## src/rtl/prior_select_pkg.sv

```systemverilog
// prior_select_pkg: state encoding and small helpers shared by the
// prior-select scan sequencer and its slot counter.
package prior_select_pkg;

    typedef enum logic [1:0] {
        IDLE = 2'd0,
        INIT = 2'd1,
        SCAN = 2'd2,
        DONE = 2'd3
    } state_e;

    function automatic logic valToBool(input logic v);
        return (v == 1'b1);
    endfunction

    function automatic longint unsigned bitLimit(
        input longint unsigned v,
        input int unsigned     w
    );
        if (w >= 64) return v;
        return v & ((64'd1 << w) - 64'd1);
    endfunction

    function automatic int unsigned clog2(input int unsigned n);
        int unsigned r;
        r = 0;
        while ((64'd1 << r) < {32'd0, n}) r = r + 1;
        return r;
    endfunction

endpackage

```

## src/rtl/prior_select_cnt.sv

```systemverilog
// prior_select_cnt: enabled, clearable slot counter that saturates at the
// last slot and flags it.
module prior_select_cnt #(
    parameter int CAND_NUM  = 8,
    parameter int IDX_WIDTH = 3
) (
    input  logic                 clk,
    input  logic                 srst_n_i,
    input  logic                 en_i,
    input  logic                 clr_i,
    input  logic                 inc_i,
    output logic [IDX_WIDTH-1:0] cnt_o,
    output logic                 is_last_o
);

    localparam logic [IDX_WIDTH-1:0] LAST = IDX_WIDTH'(CAND_NUM - 1);

    logic [IDX_WIDTH-1:0] cnt_q, cnt_d;

    always_comb begin
        cnt_d = cnt_q;
        if (clr_i) begin
            cnt_d = '0;
        end else if (inc_i && (cnt_q != LAST)) begin
            cnt_d = cnt_q + IDX_WIDTH'(1);
        end
    end

    always_ff @(posedge clk) begin
        if (!srst_n_i) begin
            cnt_q <= '0;
        end else if (en_i) begin
            cnt_q <= cnt_d;
        end
    end

    assign cnt_o     = cnt_q;
    assign is_last_o = (cnt_q == LAST);

endmodule

```

## src/rtl/prior_select_driver.sv

```systemverilog
// prior_select_driver: scans CAND_NUM slots and captures the first flagged one.
// Define PRIOR_SELECT_EARLY_STOP_EN to end the scan on the first capture.
module prior_select_driver
    import prior_select_pkg::*;
#(
    parameter int              CAND_NUM  = 8,
    parameter int              IDX_WIDTH = 3,
    parameter int              WIDTH     = 8,
    parameter longint unsigned RST_VAL   = 0
) (
    input  logic                 clk,
    input  logic                 in_ctr_Srst_n,
    input  logic                 in_ctr_en,
    input  logic                 in_ctr_start,
    input  logic                 in_ctr_flag,
    input  logic [WIDTH-1:0]     in_data,
    output logic                 out_ctr_init,
    output logic                 out_ctr_buf_en,
    output logic                 out_ctr_valid,
    output logic                 out_ctr_done,
    output logic                 out_busy,
    output logic                 out_fin,
    output logic                 out_found,
    output logic [IDX_WIDTH-1:0] out_idx,
    output logic [WIDTH-1:0]     out_data
);

    localparam logic [WIDTH-1:0] RST_D = WIDTH'(bitLimit(RST_VAL, WIDTH));

    if ((clog2(CAND_NUM) > IDX_WIDTH) || (CAND_NUM < 2)) begin : g_bad_cfg
        $error("prior_select_driver: CAND_NUM does not fit IDX_WIDTH");
    end

    state_e               state_q, state_d;
    logic                 found_q, found_d;
    logic [IDX_WIDTH-1:0] idx_q, idx_d;
    logic [WIDTH-1:0]     data_q, data_d;
    logic                 fin_q, fin_d;

    logic                 en, start, flag;
    logic                 in_scan, capture, scan_end;
    logic [IDX_WIDTH-1:0] cnt;
    logic                 is_last;

    assign en      = valToBool(in_ctr_en);
    assign start   = valToBool(in_ctr_start);
    assign flag    = valToBool(in_ctr_flag);
    assign in_scan = (state_q == SCAN);
    assign capture = en && in_scan && flag && !found_q;

`ifdef PRIOR_SELECT_EARLY_STOP_EN
    assign scan_end = is_last || capture;
`else
    assign scan_end = is_last;
`endif

    prior_select_cnt #(
        .CAND_NUM  (CAND_NUM),
        .IDX_WIDTH (IDX_WIDTH)
    ) u_cnt (
        .clk       (clk),
        .srst_n_i  (in_ctr_Srst_n),
        .en_i      (en),
        .clr_i     ((state_q == INIT) || (in_scan && scan_end)),
        .inc_i     (in_scan),
        .cnt_o     (cnt),
        .is_last_o (is_last)
    );

    always_ff @(posedge clk) begin
        if (!in_ctr_Srst_n) begin
            state_q <= IDLE;
        end else begin
            state_q <= state_d;
        end
    end

    always_comb begin
        state_d = state_q;
        if (en) begin
            unique case (state_q)
                IDLE:    if (start) state_d = INIT;
                INIT:    state_d = SCAN;
                SCAN:    if (scan_end) state_d = DONE;
                DONE:    if (start) state_d = INIT;
                default: state_d = IDLE;
            endcase
        end
    end

    always_comb begin
        out_ctr_init   = en && (state_q == INIT);
        out_ctr_buf_en = en && in_scan;
        out_ctr_valid  = flag && out_ctr_buf_en;
        out_ctr_done   = out_ctr_buf_en && scan_end;
        out_busy       = (state_q == INIT) || in_scan;
    end

    // Results are cleared in INIT so a restart from DONE starts clean.
    always_comb begin
        found_d = found_q;
        idx_d   = idx_q;
        data_d  = data_q;
        fin_d   = 1'b0;
        if (en) begin
            if (state_q == INIT) begin
                found_d = 1'b0;
                idx_d   = '0;
                data_d  = RST_D;
            end else if (capture) begin
                found_d = 1'b1;
                idx_d   = cnt;
                data_d  = in_data;
            end
            fin_d = in_scan && scan_end;
        end
    end

    always_ff @(posedge clk) begin
        if (!in_ctr_Srst_n) begin
            found_q <= 1'b0;
            idx_q   <= '0;
            data_q  <= RST_D;
            fin_q   <= 1'b0;
        end else begin
            found_q <= found_d;
            idx_q   <= idx_d;
            data_q  <= data_d;
            fin_q   <= fin_d;
        end
    end

    assign out_fin   = fin_q;
    assign out_found = found_q;
    assign out_idx   = idx_q;
    assign out_data  = data_q;

endmodule
```

## config.mk

```make
export PLATFORM = sky130hd
export DESIGN_NAME = prior_select_driver
export DESIGN_NICKNAME = d
export VERILOG_FILES = /design/src/rtl/prior_select_pkg.sv /design/src/rtl/prior_select_cnt.sv /design/src/rtl/prior_select_driver.sv
export SDC_FILE = /design/constraint.sdc
export NUM_CORES = 1
export LEC_CHECK = 0
export ABC_AREA = 1
export BUFFER_PORTS_ARGS = -buffer_cell sky130_fd_sc_hd__buf_2
export CORE_MARGIN = 2
export CORE_UTILIZATION = 50
export CTS_BUF_LIST = sky130_fd_sc_hd__clkbuf_4 sky130_fd_sc_hd__clkbuf_8
export CTS_CLUSTER_DIAMETER = 50
export DETAILED_ROUTE_END_ITERATION = 12
export GPL_ROUTABILITY_DRIVEN = 0
export PLACE_DENSITY = 0.84
export SETUP_SLACK_MARGIN = 0.5
export SYNTH_ARGS = -nofsm -noshare
export SYNTH_HDL_FRONTEND = slang
export SYNTH_SLANG_ARGS = --single-unit
```

## constraint.sdc

```tcl
create_clock -name clk -period 1.9 [get_ports clk]
set_clock_uncertainty 0.2 [all_clocks]
set_input_delay 0.095 -clock clk [delete_from_list [all_inputs] [get_ports clk]]
set_output_delay 0.095 -clock clk [all_outputs]
set_load 0.01 [all_outputs]
```

After elaboration in Yosys (flattened, before gate mapping)
Index checks and enable logic that the tools add are counted.
- register bits after elaboration: 18
- input port bits: 13
- output and inout port bits: 18
- add/sub/neg operators: 1
- eq/ne operators: 7
- multiplexer cells: 11
- reduce and logical (&&, ||, !) cells: 18
- operator list (kind ; count):
    $mux 8 ; 2
    $mux 3 ; 4
    $logic_and 1x1->1 ; 7
    $pmux 2 s3 ; 1
    $reduce_and 2->1 ; 3
    $eq 2x2->1 const B ; 2
    $mux 2 ; 2
    $ne 2x1->1 const B ; 2
    $reduce_bool 2->1 ; 2
    $add 3x1->3 const B ; 1
    $eq 3x3->1 const B ; 1
    $ne 3x3->1 const B ; 1
    $reduce_and 3->1 ; 1
    $eq 2x1->1 const B ; 1
    $logic_not 2->1 ; 1
    $logic_or 1x1->1 ; 2
    $mux 1 ; 2
    $reduce_or 2->1 ; 1
    $logic_not 1->1 ; 1

Depth between registers and ports, before layout
Gate-level depths: netlist of run 1.
- depth after elaboration: 6
- mapped depth: 8

Cells and area by module
Synthesis of run 1 repeated with hierarchy kept, for this count alone.
- cell total of the unflattened synthesis: 115
- area, all modules: 908.4 um2
- by module, submodules not included (module ; times used ; cells an instance ; area an instance (um2) ; sequential area each (um2)):
    prior_select_driver ; 1 ; 90 ; 735.7 ; 300.3
    prior_select_cnt ; 1 ; 25 ; 172.7 ; 60.1

Worst setup path before layout of run 1
No wires, ideal clock.
- kind: register -> register
- start point: register state_q[0]
- end point: register u_cnt.cnt_q[1], in the netlist u_cnt.cnt_o[1]
- library setup time: 71 ps
- data arrival time: 1150 ps
- slack: 479 ps
- stages on the path, launching flop included: 8
- buffers on the path: 0
- path through: dfxtp_1 > inv_1 > ha_1 > nor2_2 > inv_2 > nor2_4 > nand2_1 > a21oi_1
- word-level cells in the longest chain between the ends: 5
- elaborated cells on any way between the ends: 8
- classes of those cells: eq/ne (2); mux (1); reduce/logical (5)
- ends and longest elaborated chain (element ; RTL line ; RTL):
    from (decl) ; prior_select_driver.sv:34 ; state_e state_q, state_d;
    from (signal assigned) ; prior_select_driver.sv:74 ; state_q <= state_d;
    $eq 2x2->1 ; prior_select_driver.sv:48 ; assign in_scan = (state_q == SCAN);
    $logic_and 1x1->1 ; prior_select_driver.sv:64 ; .clr_i ((state_q == INIT) || (in_scan && scan_end)),
    $logic_or 1x1->1 ; prior_select_driver.sv:64 ;
    $reduce_bool 2->1 (no source line) ; n/a ;
    $reduce_and 2->1 (no source line) ; n/a ;
    to (signal assigned) ; prior_select_cnt.sv:33 ; cnt_q <= cnt_d;
    to (decl) ; prior_select_cnt.sv:18 ; logic [IDX_WIDTH-1:0] cnt_q, cnt_d;
Parallel ways exist; a longest one is shown, timed or not.
A chain may end at the register's enable or synchronous reset.

Worst setup path after layout of run 1
- start point: register state_q[0]
- end point: register data_q[7], in the netlist out_data[7]
- word-level cells in the longest chain between the ends: 6
- elaborated cells on any way between the ends: 8
- classes of those cells: eq/ne (2); mux (1); reduce/logical (5)
- ends and longest elaborated chain (element ; RTL line ; RTL):
    $eq 2x2->1 ; prior_select_driver.sv:48 ;
    $logic_and 1x1->1 (3 in a row) ; prior_select_driver.sv:49 ; assign capture = en && in_scan && flag && !found_q;
    $reduce_bool 2->1 (no source line) ; n/a ;
    $reduce_and 2->1 (no source line) ; n/a ;
    to (signal assigned) ; prior_select_driver.sv:128 ; data_q <= data_d;
    to (decl) ; prior_select_driver.sv:37 ; logic [WIDTH-1:0] data_q, data_d;
Parallel ways exist; a longest one is shown, timed or not.

==> results.md, run 1 <==
- The flow ran to the end, and the final reports show no timing, DRC or antenna violations.
- The count of final setup violators is 0.
- The fraction of the mapped netlist area in compound gates is 9.43%.
- The H-tree depth reported by CTS is 1.
- The critical path data required time is 1910 ps.
- The global router's overall resource usage is 28.6%.
- The area of the die is 2040 um^2.
- The sum of routed wire length over all layers is 3010 um.
- The violation count after the first detailed-route iteration is 49.
- After detailed routing, the number of remaining DRC violations is 0.
- The post-placement cell count is 151.
- Across the run, the number of max-cap violations was 0.
- The area of the placeable core is 1540 um^2.
- The maximum vdd drop is 0.568 mV.
- The wire length of the first global-routing pass is 4310 um.
- The largest family of logic cells by synthesized area is simple AND/OR/NAND/NOR gates.
- The max-slew violation count came to 0.
- Setup repair after global routing could not meet its margin everywhere.
- The slowest cell on the critical path is sky130_fd_sc_hd__dfxtp_4.
- The register area share after synthesis is 42.4%.
- Traced cell by cell, the critical path runs through buf_6, ha_4, nand2_4, buf_4, nand3_1, a21oi_1.
- The clock tree from TritonCTS is yes.
- The die is 45.2 um tall.
- Once the floorplan was initialized, standard cells occupied 55.1% of the core.
- For this run, the number of standard cells in the final layout without fillers is 179.
- Measured along the x axis, the die boundary spans 45.2 um.
- In this design, the stage delay of the slowest critical-path cell is 380 ps.
- The count of final hold-check violations is 0.
- The count of pins on the block boundary is 31.
- The via count of the first global-routing pass is 982.
- The share of post-route cells with drive strength above 1 is 46.0%.
- In this run the static leakage power is 0.000627 uW.
- Entering global routing, the biggest net connects 18 pins.
- For this run, the post-layout net count is 182.
- Global routing finished with a remaining overflow of 0.
- The highest clock rate is 657 MHz.
- Once detail routing completed, the nets flagged for antenna violations numbered 0.
- The growth of design area from synthesis to finish is 59.2%.
- The worst setup path is launched from a register.
- The total nets after synthesis is 127.
- In this run the tool buffered the top-level ports with 30 buffer cells.
- The final clock period utilization by the worst path is 80.1%.
- Dividing the detail-routed via count by the number of cells gives 5.97.
- For this run, the detailed router's first-pass iteration total came to 4.
- The sum of negative setup slack is 0 ps.
- The number of inserted diodes is 0.
- The cell count after synthesis came out at 109.
- The final routed wire length divided by cell count is 16.8 um.
- The clock net sink count is 18.
- The site row count is 14.
- The initial antenna violation count is 0.
- The maximum fanout along the worst path is 11.
- A synthesized cell averages 7.79 um^2.
- The clock latency on the worst-skew pair is 300 ps.
- The xor and xnor area share after synthesis is 0%.
- The count of different cell masters after synthesis is 20.
- The clock slew seen by the registers of the worst setup and hold paths is 110 ps.
- Yosys printed 0 warnings.
- The data arrival time of the critical path is 1530 ps.
- The fraction of the mapped netlist area in adder cells is 7.36%.
- The type of element capturing the critical path is a register.
- The power density of the placed cells is 656 nW/um^2.
- The min-delay analysis places its worst path in the category in2reg.
- The transition time at the pin with the least slew margin is 528 ps.
- The worst path needs 1520 ps of the cycle, external delays included.
- The synthesized netlist devotes 29.5% of its cell area to simple gates.
- The share of cell area taken by muxes after synthesis is 0%.
- The total standard cell area after synthesis is 850 um^2.
- Counting flops and latches in the post-synthesis netlist gives 18.
- The worst setup path is of the reg2reg kind.
- The wire-length estimate of the detail-placed layout is 1400 um.
- The final route contains 1069 vias.
- The relative slew slack is 64.5%.
- In this run the clock root is driven by a sky130_fd_sc_hd__clkbuf_4.
- The number of buffers between clock root and the deepest sink is 2.
- Buffers inserted during clock tree synthesis total 3.
-- routing by layer --
layer	vias up	GRT usage, %	part of all wire [%]
met5	-	0	0
met4	0	13.5	3.1
met3	15	8.80	7.9
met2	66	48.6	51
met1	514	32.3	38
li1	474	-	-
-- area by class of cell --
cell class	count	area (um^2)
multi-input combinational	70	477
timing repair buffer	56	388
sequential	18	370
fill	71	189
inverter	15	61.3
clock buffer	4	36.3
tap	16	20.0
-- cells in the final DEF (no fill, tap or decap) --
cell type | netlist | layout
sky130_fd_sc_hd__nor3_1 | 1 | 1
sky130_fd_sc_hd__nand2_2 | 1 | 2
sky130_fd_sc_hd__buf_6 | 1 | 4
sky130_fd_sc_hd__nand4_1 | 12 | 12
sky130_fd_sc_hd__clkbuf_8 | 0 | 1
sky130_fd_sc_hd__dfxtp_4 | 0 | 2
sky130_fd_sc_hd__a21oi_1 | 14 | 12
sky130_fd_sc_hd__nand2_1 | 15 | 12
sky130_fd_sc_hd__ha_1 | 5 | 1
sky130_fd_sc_hd__buf_4 | 1 | 13
sky130_fd_sc_hd__nand3_1 | 12 | 12
sky130_fd_sc_hd__clkinv_1 | 1 | 1
sky130_fd_sc_hd__buf_2 | 2 | 29
sky130_fd_sc_hd__ha_4 | 0 | 4
sky130_fd_sc_hd__dlygate4sd3_1 | 0 | 10
sky130_fd_sc_hd__nor2_4 | 2 | 3
sky130_fd_sc_hd__a21oi_2 | 0 | 2
sky130_fd_sc_hd__o21ai_2 | 0 | 1
sky130_fd_sc_hd__clkbuf_4 | 1 | 3
sky130_fd_sc_hd__o21ai_0 | 2 | 1
sky130_fd_sc_hd__dfxtp_2 | 0 | 2
sky130_fd_sc_hd__inv_1 | 12 | 7
sky130_fd_sc_hd__inv_4 | 0 | 2
sky130_fd_sc_hd__dfxtp_1 | 18 | 14
sky130_fd_sc_hd__inv_2 | 2 | 5
sky130_fd_sc_hd__nand2_4 | 0 | 2
sky130_fd_sc_hd__nor2_1 | 5 | 5
-- cell usage after synthesis (all sizes together) --
cell    instances  area, um^2
dfxtp          18         360
nand2          16        62.6
a21oi          14        70.1
inv            14        52.6
nand3          12        60.1
nand4          12        75.1
nor2            8        47.6
ha              5        62.6
buf             4        28.8
clkbuf          2        11.3
o21ai           2        10.0
clkinv          1        3.75
nor3            1        5.00
-- cells by family (layout without fill, tap and decap cells) --
family,Yosys count,after routing
buffers and inverters,21,75
AND/OR/NAND/NOR,49,49
adder cells (fa/ha/maj),5,5
AO/OA/AOI/OAI,16,16
flip-flops,18,18
-- final timing paths --
| kind | cells after the start | to | slack [ps] | startpoint |
|---|---|---|---|---|
| worst max-delay path | 6 | out_data[7] | 380 | state_q[0] |
| worst min-delay path | 6 | out_found | 70 | in_ctr_en |
| worst max register to register | 6 | out_data[7] | 380 | state_q[0] |
| worst min register to register | 2 | out_data[4] | 290 | out_data[4] |
-- sequential cells by signal, indices dropped and copies added (netlist names) --
register / count
out_found: 1
state_q: 2
u_cnt.cnt_o: 3
out_data: 8
out_fin: 1
out_idx: 3
-- power breakdown --
part	internal, uW	switching [uW]
clock	117	116
combinational	118	131
sequential	391	13.9
-- metrics by stage --
stage	area, um^2	setup WS (ps)	utilization, %	power (uW)	hold slack (ps)
final	1350	379	87.7	887	66.9
after global routing	1350	326	87.7	923	75.4
after CTS	1300	418	84.4	843	21.9
after detailed placement	995	165	64.5	541	139
after global placement	995	246	64.5	536	136
after floorplan	850	502	-	499	15.4
-- worst max-delay path: cells and delay by family, from the launching register on --
family	cells	cell delay, ps
fa+ha+maj	1	180
flops	1	380
simple gates	2	190
buf+inv	2	290
compound gates	1	200
-- what timing repair did --
item	4_1_cts	5_1_grt
pin swaps	5	6
hold buffers	10	0
buffers inserted	9	4
hold endpoints to repair	10	0
gates resized for setup	28	7
cloned	0	1
endpoints found under the setup margin	22	21
No activity file was read; power rests on OpenSTA's default activity.
==> run 2, diff against run 1 <==
--- a/config.mk
+++ b/config.mk
@@ -5,10 +5,10 @@
 export SDC_FILE = /design/constraint.sdc
 export NUM_CORES = 1
 export LEC_CHECK = 0
-export ABC_AREA = 1
+export ABC_AREA = 0
 export BUFFER_PORTS_ARGS = -buffer_cell sky130_fd_sc_hd__buf_2
 export CORE_MARGIN = 2
-export CORE_UTILIZATION = 50
+export CORE_UTILIZATION = 49
 export CTS_BUF_LIST = sky130_fd_sc_hd__clkbuf_4 sky130_fd_sc_hd__clkbuf_8
 export CTS_CLUSTER_DIAMETER = 50
 export DETAILED_ROUTE_END_ITERATION = 12
==> constraint.sdc (replaced) <==
create_clock -name clk -period 1.4 [get_ports clk]
set_clock_uncertainty 0.2 [all_clocks]
set_input_delay 0.07 -clock clk [delete_from_list [all_inputs] [get_ports clk]]
set_output_delay 0.07 -clock clk [all_outputs]
set_load 0.01 [all_outputs]
==> run 2 against run 1 <==
- critical endpoint is now u_cnt.cnt_o[1]
- power rose by 53%
- critical path type unchanged
- cell count down 22%
- first-iteration DRC count decreased by 18%
- the flow now finishes with violations (negative hold slack, negative setup slack)
- largest cell class unchanged
==> results.md, run 2 <==
- The area of the placeable core is 1510 um^2 (was 1540 um^2).
- The half-perimeter wire length after placement is 1320 um (was 1400 um).
- The number of iterations in the first detailed-routing pass was 4 (unchanged).
- The number of inserted diodes is 0 (unchanged).
- The yosys synthesis warning count is 0 (unchanged).
- The mean instance size in the synthesized netlist is 11.3 um^2 (was 7.79 um^2).
- The clock latency on the worst-skew pair was 320 ps (was 300 ps).
- The clock network fraction of design power is 25.7% (was 26.2%).
- The sum of routed wire length over all layers is 3620 um (was 3010 um).
- The total leakage power is 0.000650 uW (was 0.000627 uW).
- The cell accounting for the most synthesized area is sky130_fd_sc_hd__dfxtp_1 (unchanged).
- The transition time at the pin with the least slew margin was 325 ps (was 528 ps).
- The remaining antenna violation count after routing is 0 (unchanged).
- The type of element capturing the critical path was a register (unchanged).
- The count of different cell masters after synthesis is 28 (was 20).
- The site row count is 14 (unchanged).
- The worst hold slack after final layout is -228 ps (was 66.9 ps).
- The via count of the first global-routing pass is 792 (was 982).
- Result of the run: finished with violations (was completed).
- The commonest register cell after synthesis is sky130_fd_sc_hd__dfxtp_1 (unchanged).
- The relative slew slack was 78.4% (was 64.5%).
- The clock slew seen by the registers of the worst setup and hold paths is 110 ps (about the same).
- The final reports fail on negative hold slack, negative setup slack.
- The design area is 1460 um^2 (was 1350 um^2).
- The number of remaining DRC errors is 0 (unchanged).
- The total nets after synthesis came to 87 (was 127).
- The cell area after placement is 1090 um^2 (was 995 um^2).
- The final worst setup slack came to -269 ps (was 379 ps).
- The maximum vdd drop was 1.10 mV (was 0.568 mV).
- The flip-flop count of the largest register, all copies and words added was 8 (unchanged).
- The cell with the most instances after synthesis is sky130_fd_sc_hd__dfxtp_1 (unchanged).
- The data arrival time of the critical path is 1730 ps (was 1530 ps).
- The internal power contribution was 928 uW (was 625 uW).
- The share of post-route cells with drive strength above 1 is 79.8% (was 46.0%).
- The share of async-settable or async-resettable flops after synthesis is 0% (unchanged).
- The net switching power is 424 uW (was 261 uW).
- The port buffer count was 30 (unchanged).
- The leftover overflow at the end of global routing was 0 (unchanged).
- The clock tree from TritonCTS is yes (unchanged).
- The root buffer cell is sky130_fd_sc_hd__clkbuf_4 (unchanged).
- The class of the most critical hold timing path is in2reg (unchanged).
- The largest net degree at the start of global routing is 13 (was 18).
- The power share of the combinational group came to 32.9% (was 28.1%).
- The global router's overall resource usage is 29.0% (was 28.6%).
- The synthesis-stage register bit count is 18 (unchanged).
- The final routed wire length divided by cell count is 25.9 um (was 16.8 um).
- The net switching share of the total power was 31.4% (was 29.5%).
- The die outline width is 43.9 um (was 45.2 um).
- Commonest cells after routing, fill and taps aside: sky130_fd_sc_hd__buf_6, sky130_fd_sc_hd__buf_4, sky130_fd_sc_hd__dfxtp_2 (was sky130_fd_sc_hd__buf_2, sky130_fd_sc_hd__dfxtp_1, sky130_fd_sc_hd__buf_4).
- The sequential group share of total power was 41.4% (was 45.6%).
- The final net count is 143 (was 182).
- The number of enable-type register cells in the synthesized netlist is 0 (unchanged).
- The die boundary height was 43.9 um (was 45.2 um).
- The wire length of the first global-routing pass is 4040 um (was 4310 um).
- RSZ-0062 raised after global routing: true (unchanged).
- The total standard cell area after synthesis is 781 um^2 (was 850 um^2).
- The fraction of post-synthesis cell area in the top cell type by area is 46.2% (was 42.4%).
- The average vias per placed instance came to 6.24 (was 5.97).
- The area of the die is 1930 um^2 (was 2040 um^2).
- The register area share after synthesis was 46.2% (was 42.4%).
- The startpoint type of the worst setup path is a register (unchanged).
- The power density of the placed cells is 928 nW/um^2 (was 656 nW/um^2).
- The starting density of the core is 51.8% (was 55.1%).
- The number of CTS-inserted buffers was 3 (unchanged).
- The worst slack at placement is -95.0 ps (was 165 ps).
- List of most frequent post-synthesis cells: sky130_fd_sc_hd__dfxtp_1, sky130_fd_sc_hd__a22o_1, sky130_fd_sc_hd__ha_1, sky130_fd_sc_hd__inv_1 (was sky130_fd_sc_hd__dfxtp_1, sky130_fd_sc_hd__nand2_1, sky130_fd_sc_hd__a21oi_1).
- The detailed-route via count was 874 (was 1069).
- The number of buffers between clock root and the deepest sink is 2 (unchanged).
- The time the worst path needs with I/O delays and setup is 1670 ps (was 1520 ps).
- The critical path data required time is 1460 ps (was 1910 ps).
- The most common library cell in the layout ignoring fill and taps is sky130_fd_sc_hd__buf_6 (was sky130_fd_sc_hd__buf_2).
- The violation count after the first detailed-route iteration came to 40 (was 49).
- The highest clock rate was 599 MHz (was 657 MHz).
- The kind of critical path is reg2reg (unchanged).
- The initial antenna violation count is 0 (unchanged).
- The H-tree depth reported by CTS is 1 (unchanged).
- Top area cells in the synthesized netlist: sky130_fd_sc_hd__dfxtp_1, sky130_fd_sc_hd__a22o_1, sky130_fd_sc_hd__ha_1 (was sky130_fd_sc_hd__dfxtp_1, sky130_fd_sc_hd__nand4_1, sky130_fd_sc_hd__a21oi_1).
- The final clock period utilization by the worst path is 119% (was 80.1%).
- The utilization after layout is 96.8% (was 87.7%).
- The count of pins on the block boundary came to 31 (unchanged).
- The count of final setup violators is 21 (was 0).
- The number of maximum-capacitance violations is 0 (unchanged).
- The count of final hold-check violations came to 14 (was 0).
- The max-slew violation count is 0 (unchanged).
- The clock net sink count is 18 (unchanged).
- The number of instances in the synthesized netlist is 69 (was 109).
- The maximum fanout along the worst path came to 3 (was 11).
- The growth of design area from synthesis to finish is 86.7% (was 59.2%).
[run 2: cell types whose count changed after synthesis, moves of 3 or more]
cell                       previous run  this run
sky130_fd_sc_hd__a21oi_1             14         1
sky130_fd_sc_hd__a22o_1               0        10
sky130_fd_sc_hd__inv_1               12         5
sky130_fd_sc_hd__nand2_1             15         3
sky130_fd_sc_hd__nand2b_1             0         3
sky130_fd_sc_hd__nand3_1             12         0
sky130_fd_sc_hd__nand4_1             12         1
sky130_fd_sc_hd__nor2_1               5         0
[run 2: area by class of cell]
class	count	area, um^2
Sequential cell	18	389
Clock buffer	4	36.3
Timing Repair Buffer	54	474
Multi-Input combinational cell	43	512
Fill cell	28	48.8
Tap cell	16	20.0
Inverter	5	26.3
[run 2: metal layers]
layer  vias up  share of wire, %  GRT usage [%]
met5         -                 0              0
met4         0               7.0           7.88
met3        26               6.5           4.58
met2        65                50           55.3
met1       414                36           32.7
li1        369                 -              -
[run 2: power by group through the flow]
stage	logic [uW]	registers (uW)	clock network, uW
floorplan	154	566	0
global placement	257	563	0
detailed placement	266	564	0
CTS	323	554	321
global route	460	560	358
finish	444	560	348
[run 2: timing repair]
item / CTS / global route
cloned: 1 / 0
buffers inserted: 5 / 6
resized for setup: 38 / 18
pin swaps: 13 / 9
hold endpoints to repair: 15 / 14
endpoints found under the setup margin: 36 / 36
[run 2: logic make-up (layout without fill, tap and decap cells)]
logic type | after synthesis | in the layout | synth area share (%)
AND/OR/NAND/NOR | 18 | 18 | 17.5
AO/OA/AOI/OAI | 20 | 20 | 22.9
adder cells (fa/ha/maj) | 5 | 5 | 8.01
flip-flops | 18 | 18 | 46.2
buffers and inverters | 8 | 63 | 5.45
[run 2: worst paths after layout]
path / from / end / slack [ps] / cells past startpoint
max reg2reg: state_q[1] / u_cnt.cnt_o[1] / -270 / 7
min: in_data[7] / out_data[7] / -230 / 2
max: state_q[1] / u_cnt.cnt_o[1] / -270 / 7
min reg2reg: out_data[6] / out_data[6] / 300 / 1
[run 2: worst max-delay path, stage by stage, from the launching register on]
cell and delay (ps):
sky130_fd_sc_hd__dfxtp_4 400, sky130_fd_sc_hd__inv_4 50, sky130_fd_sc_hd__ha_4 170, sky130_fd_sc_hd__buf_6 120, sky130_fd_sc_hd__nor3b_4 270, sky130_fd_sc_hd__buf_4 170
sky130_fd_sc_hd__a32oi_1 100, sky130_fd_sc_hd__nor2b_1 130
[run 2: metrics by stage]
stage	hold WS [ps]	setup TNS [ps]	power [uW]	cells
floorplan	-2.71	-590	721	69
global placement	87.7	-915	819	124
detailed placement	88.2	-1110	830	124
CTS	-204	-2660	1200	134
global route	-217	-4990	1380	140
finish	-228	-4110	1350	140
==> run 3, diff against run 2 <==
==> constraint.sdc (replaced) <==
create_clock -name clk -period 1.8 [get_ports clk]
set_clock_uncertainty 0.2 [all_clocks]
set_input_delay 0.09 -clock clk [delete_from_list [all_inputs] [get_ports clk]]
set_output_delay 0.09 -clock clk [all_outputs]
set_load 0.01 [all_outputs]
==> run 3 against run 2 <==
- the run now ends clean
- sequential share of layout area is 1.7 points higher
- via count fell by 10%
- combinational power decreased by 39%
- design area decreased by 9.4%
- critical endpoint is now out_data[3]
- die area stayed put
- non-clock buffer count is 1 higher
- routed wire length fell by 33%
==> results.md, run 3 (same netlist as run 2, synthesis figures left out) <==
- Result of the run: completed (was finished with violations).
- The average vias per placed instance is 5.58 (was 6.24).
- The maximum fanout along the worst path is 5 (was 3).
- The count of pins on the block boundary is 31 (unchanged).
- The number of iterations in the first detailed-routing pass is 4 (unchanged).
- The overall power consumption was 953 uW (was 1350 uW).
- The remaining antenna violation count after routing is 0 (unchanged).
- The count of final hold-check violations was 0 (was 14).
- The growth of design area from synthesis to finish was 69.1% (was 86.7%).
- The share of post-route cells with drive strength above 1 is 59.2% (was 79.8%).
- The global router's overall resource usage was 22.7% (was 29.0%).
- The sum of negative setup slack is 0 ps (was -4110 ps).
- The half-perimeter wire length after placement is 1180 um (was 1320 um).
- The sum of routed wire length over all layers was 2440 um (was 3620 um).
- The highest clock rate came to 624 MHz (was 599 MHz).
- The power density of the placed cells came to 722 nW/um^2 (was 928 nW/um^2).
- The die outline width is 43.9 um (unchanged).
- Commonest cells after routing, fill and taps aside: sky130_fd_sc_hd__buf_2, sky130_fd_sc_hd__dfxtp_1, sky130_fd_sc_hd__buf_4 (was sky130_fd_sc_hd__buf_6, sky130_fd_sc_hd__buf_4, sky130_fd_sc_hd__dfxtp_2).
- The final net count is 144 (was 143).
- The maximum vdd drop came to 0.619 mV (was 1.10 mV).
- The transition time at the pin with the least slew margin is 275 ps (was 325 ps).
- The total leakage power was 0.000606 uW (was 0.000650 uW).
- The site row count is 14 (unchanged).
- The data arrival time of the critical path is 1650 ps (was 1730 ps).
- The area of the die is 1930 um^2 (unchanged).
- The worst hold path cell count was 3 (was 2).
- The flip-flop count of the largest register, all copies and words added is 8 (unchanged).
- The port buffer count came to 30 (unchanged).
- The largest net degree at the start of global routing is 13 (unchanged).
- The H-tree depth reported by CTS is 1 (unchanged).
- The most common library cell in the layout ignoring fill and taps is sky130_fd_sc_hd__buf_2 (was sky130_fd_sc_hd__buf_6).
- The clock net sink count is 18 (unchanged).
- The clock latency on the worst-skew pair is 300 ps (was 320 ps).
- The capturing point of the worst reg2reg path is out_data[3] (was u_cnt.cnt_o[1]).
- The cell area after placement is 1010 um^2 (was 1090 um^2).
- The detailed-route via count is 787 (was 874).
- The type of element capturing the critical path is a register (unchanged).
- The critical register-to-register path startpoint is state_q[0] (was state_q[1]).
- The number of cell instances on the worst register-to-register path is 6 (was 7).
- The clock tree from TritonCTS is yes (unchanged).
- The startpoint type of the worst setup path is a register (unchanged).
- The die boundary height was 43.9 um (unchanged).
- The number of maximum-capacitance violations is 0 (unchanged).
- The worst slack at placement is 257 ps (was -95.0 ps).
- The class of the most critical hold timing path was in2reg (unchanged).
- The initial antenna violation count is 0 (unchanged).
- In this run, post-CTS hold repair placed 10 buffers.
- The leftover overflow at the end of global routing is 0 (unchanged).
- The number of CTS-inserted buffers is 3 (unchanged).
- The number of inserted diodes is 0 (unchanged).
- The final worst setup slack was 197 ps (was -269 ps).
- The final routed wire length divided by cell count is 17.3 um (was 25.9 um).
- The relative slew slack is 81.6% (was 78.4%).
- The time the worst path needs with I/O delays and setup was 1600 ps (was 1670 ps).
- The violation count after the first detailed-route iteration is 17 (was 40).
- The final clock period utilization by the worst path was 89.1% (was 119%).
- The endpoint of the worst hold-timing path is out_found (was out_data[7]).
- The wire length of the first global-routing pass is 3150 um (was 4040 um).
- RSZ-0062 raised after global routing: true (unchanged).
- The reg-to-reg setup timing slack is 200 ps (was -270 ps).
- The number of buffers between clock root and the deepest sink is 2 (unchanged).
- The area of the placeable core is 1510 um^2 (unchanged).
- The design area came to 1320 um^2 (was 1460 um^2).
- The critical path data required time is 1850 ps (was 1460 ps).
- The max-slew violation count was 0 (unchanged).
- The clock slew seen by the registers of the worst setup and hold paths was 100 ps (was 110 ps).
- The number of remaining DRC errors is 0 (unchanged).
- The start point of the worst hold path is in_ctr_Srst_n (was in_data[7]).
- The count of final setup violators is 0 (was 21).
- The starting density of the core came to 51.8% (unchanged).
- The via count of the first global-routing pass is 677 (was 792).
- The root buffer cell is sky130_fd_sc_hd__clkbuf_4 (unchanged).
- The kind of critical path is reg2reg (unchanged).
-- run 3: cell types whose count changed in the layout (fill, tap and decap cells not counted), moves of 2 or more --
cell / before / now
sky130_fd_sc_hd__buf_6: 27 / 7
sky130_fd_sc_hd__dfxtp_2: 14 / 0
sky130_fd_sc_hd__buf_2: 13 / 26
sky130_fd_sc_hd__dfxtp_1: 1 / 14
sky130_fd_sc_hd__dlygate4sd3_1: 0 / 10
sky130_fd_sc_hd__buf_4: 14 / 12
sky130_fd_sc_hd__inv_2: 1 / 3
sky130_fd_sc_hd__inv_4: 3 / 1
-- run 3: critical path, stage by stage (launching register included) --
cell and delay (ps):
sky130_fd_sc_hd__dfxtp_4 380, sky130_fd_sc_hd__inv_4 60, sky130_fd_sc_hd__ha_4 170, sky130_fd_sc_hd__nand3_4 90, sky130_fd_sc_hd__nor4b_4 330, sky130_fd_sc_hd__buf_4 200, sky130_fd_sc_hd__a22o_1 140
-- run 3: metal layers --
layer	GRT usage, %	part of all wire [%]	vias up
met5	0	0	-
met2	34.4	52	39
li1	-	-	370
met4	9.70	1.1	0
met1	29.5	42	372
met3	7.50	5.5	6
-- run 3: area by class of cell --
| type | count | area [um^2] |
|---|---|---|
| clock buffer | 4 | 36.3 |
| fill | 66 | 186 |
| multi-input combinational | 43 | 468 |
| timing repair buffer | 55 | 399 |
| tap | 16 | 20.0 |
| inverter | 5 | 21.3 |
| sequential | 18 | 375 |
-- run 3: timing repair --
| item | in CTS | in global routing |
|---|---|---|
| endpoints found under the setup margin | 22 | 23 |
| gates cloned | 0 | 1 |
| hold endpoints to repair | 14 | 1 |
| pin swaps | 2 | 7 |
| setup buffers | 6 | 6 |
| resized for setup | 12 | 8 |
-- run 3: worst max-delay path by stage --
stage                              start            to  slack (ps)
after floorplan               state_q[1]    out_idx[2]         340
final                         state_q[0]   out_data[3]         200
after global routing          state_q[0]   out_data[3]         160
after detailed placement      state_q[1]   out_data[6]         260
after global placement        state_q[0]   out_data[2]         300
after CTS                 u_cnt.cnt_o[1]  out_ctr_done         270
-- run 3: where the power goes --
| group | switching, uW | leakage, uW | internal [uW] | total (uW) |
|---|---|---|---|---|
| Clock | 127 | 0.0000210 | 124 | 250 |
| Sequential | 16.6 | 0.000148 | 413 | 430 |
| Combinational | 121 | 0.000437 | 151 | 273 |
-- run 3: stage by stage --
stage / utilization, % / hold WS, ps / instances
2_1_floorplan: - / 11.7 / 69
3_3_place_gp: 67.4 / 108 / 114
3_5_place_dp: 67.4 / 114 / 114
4_1_cts: 82.3 / 2.37 / 134
5_1_grt: 87.6 / 12.0 / 141
6_report: 87.6 / 12.8 / 141
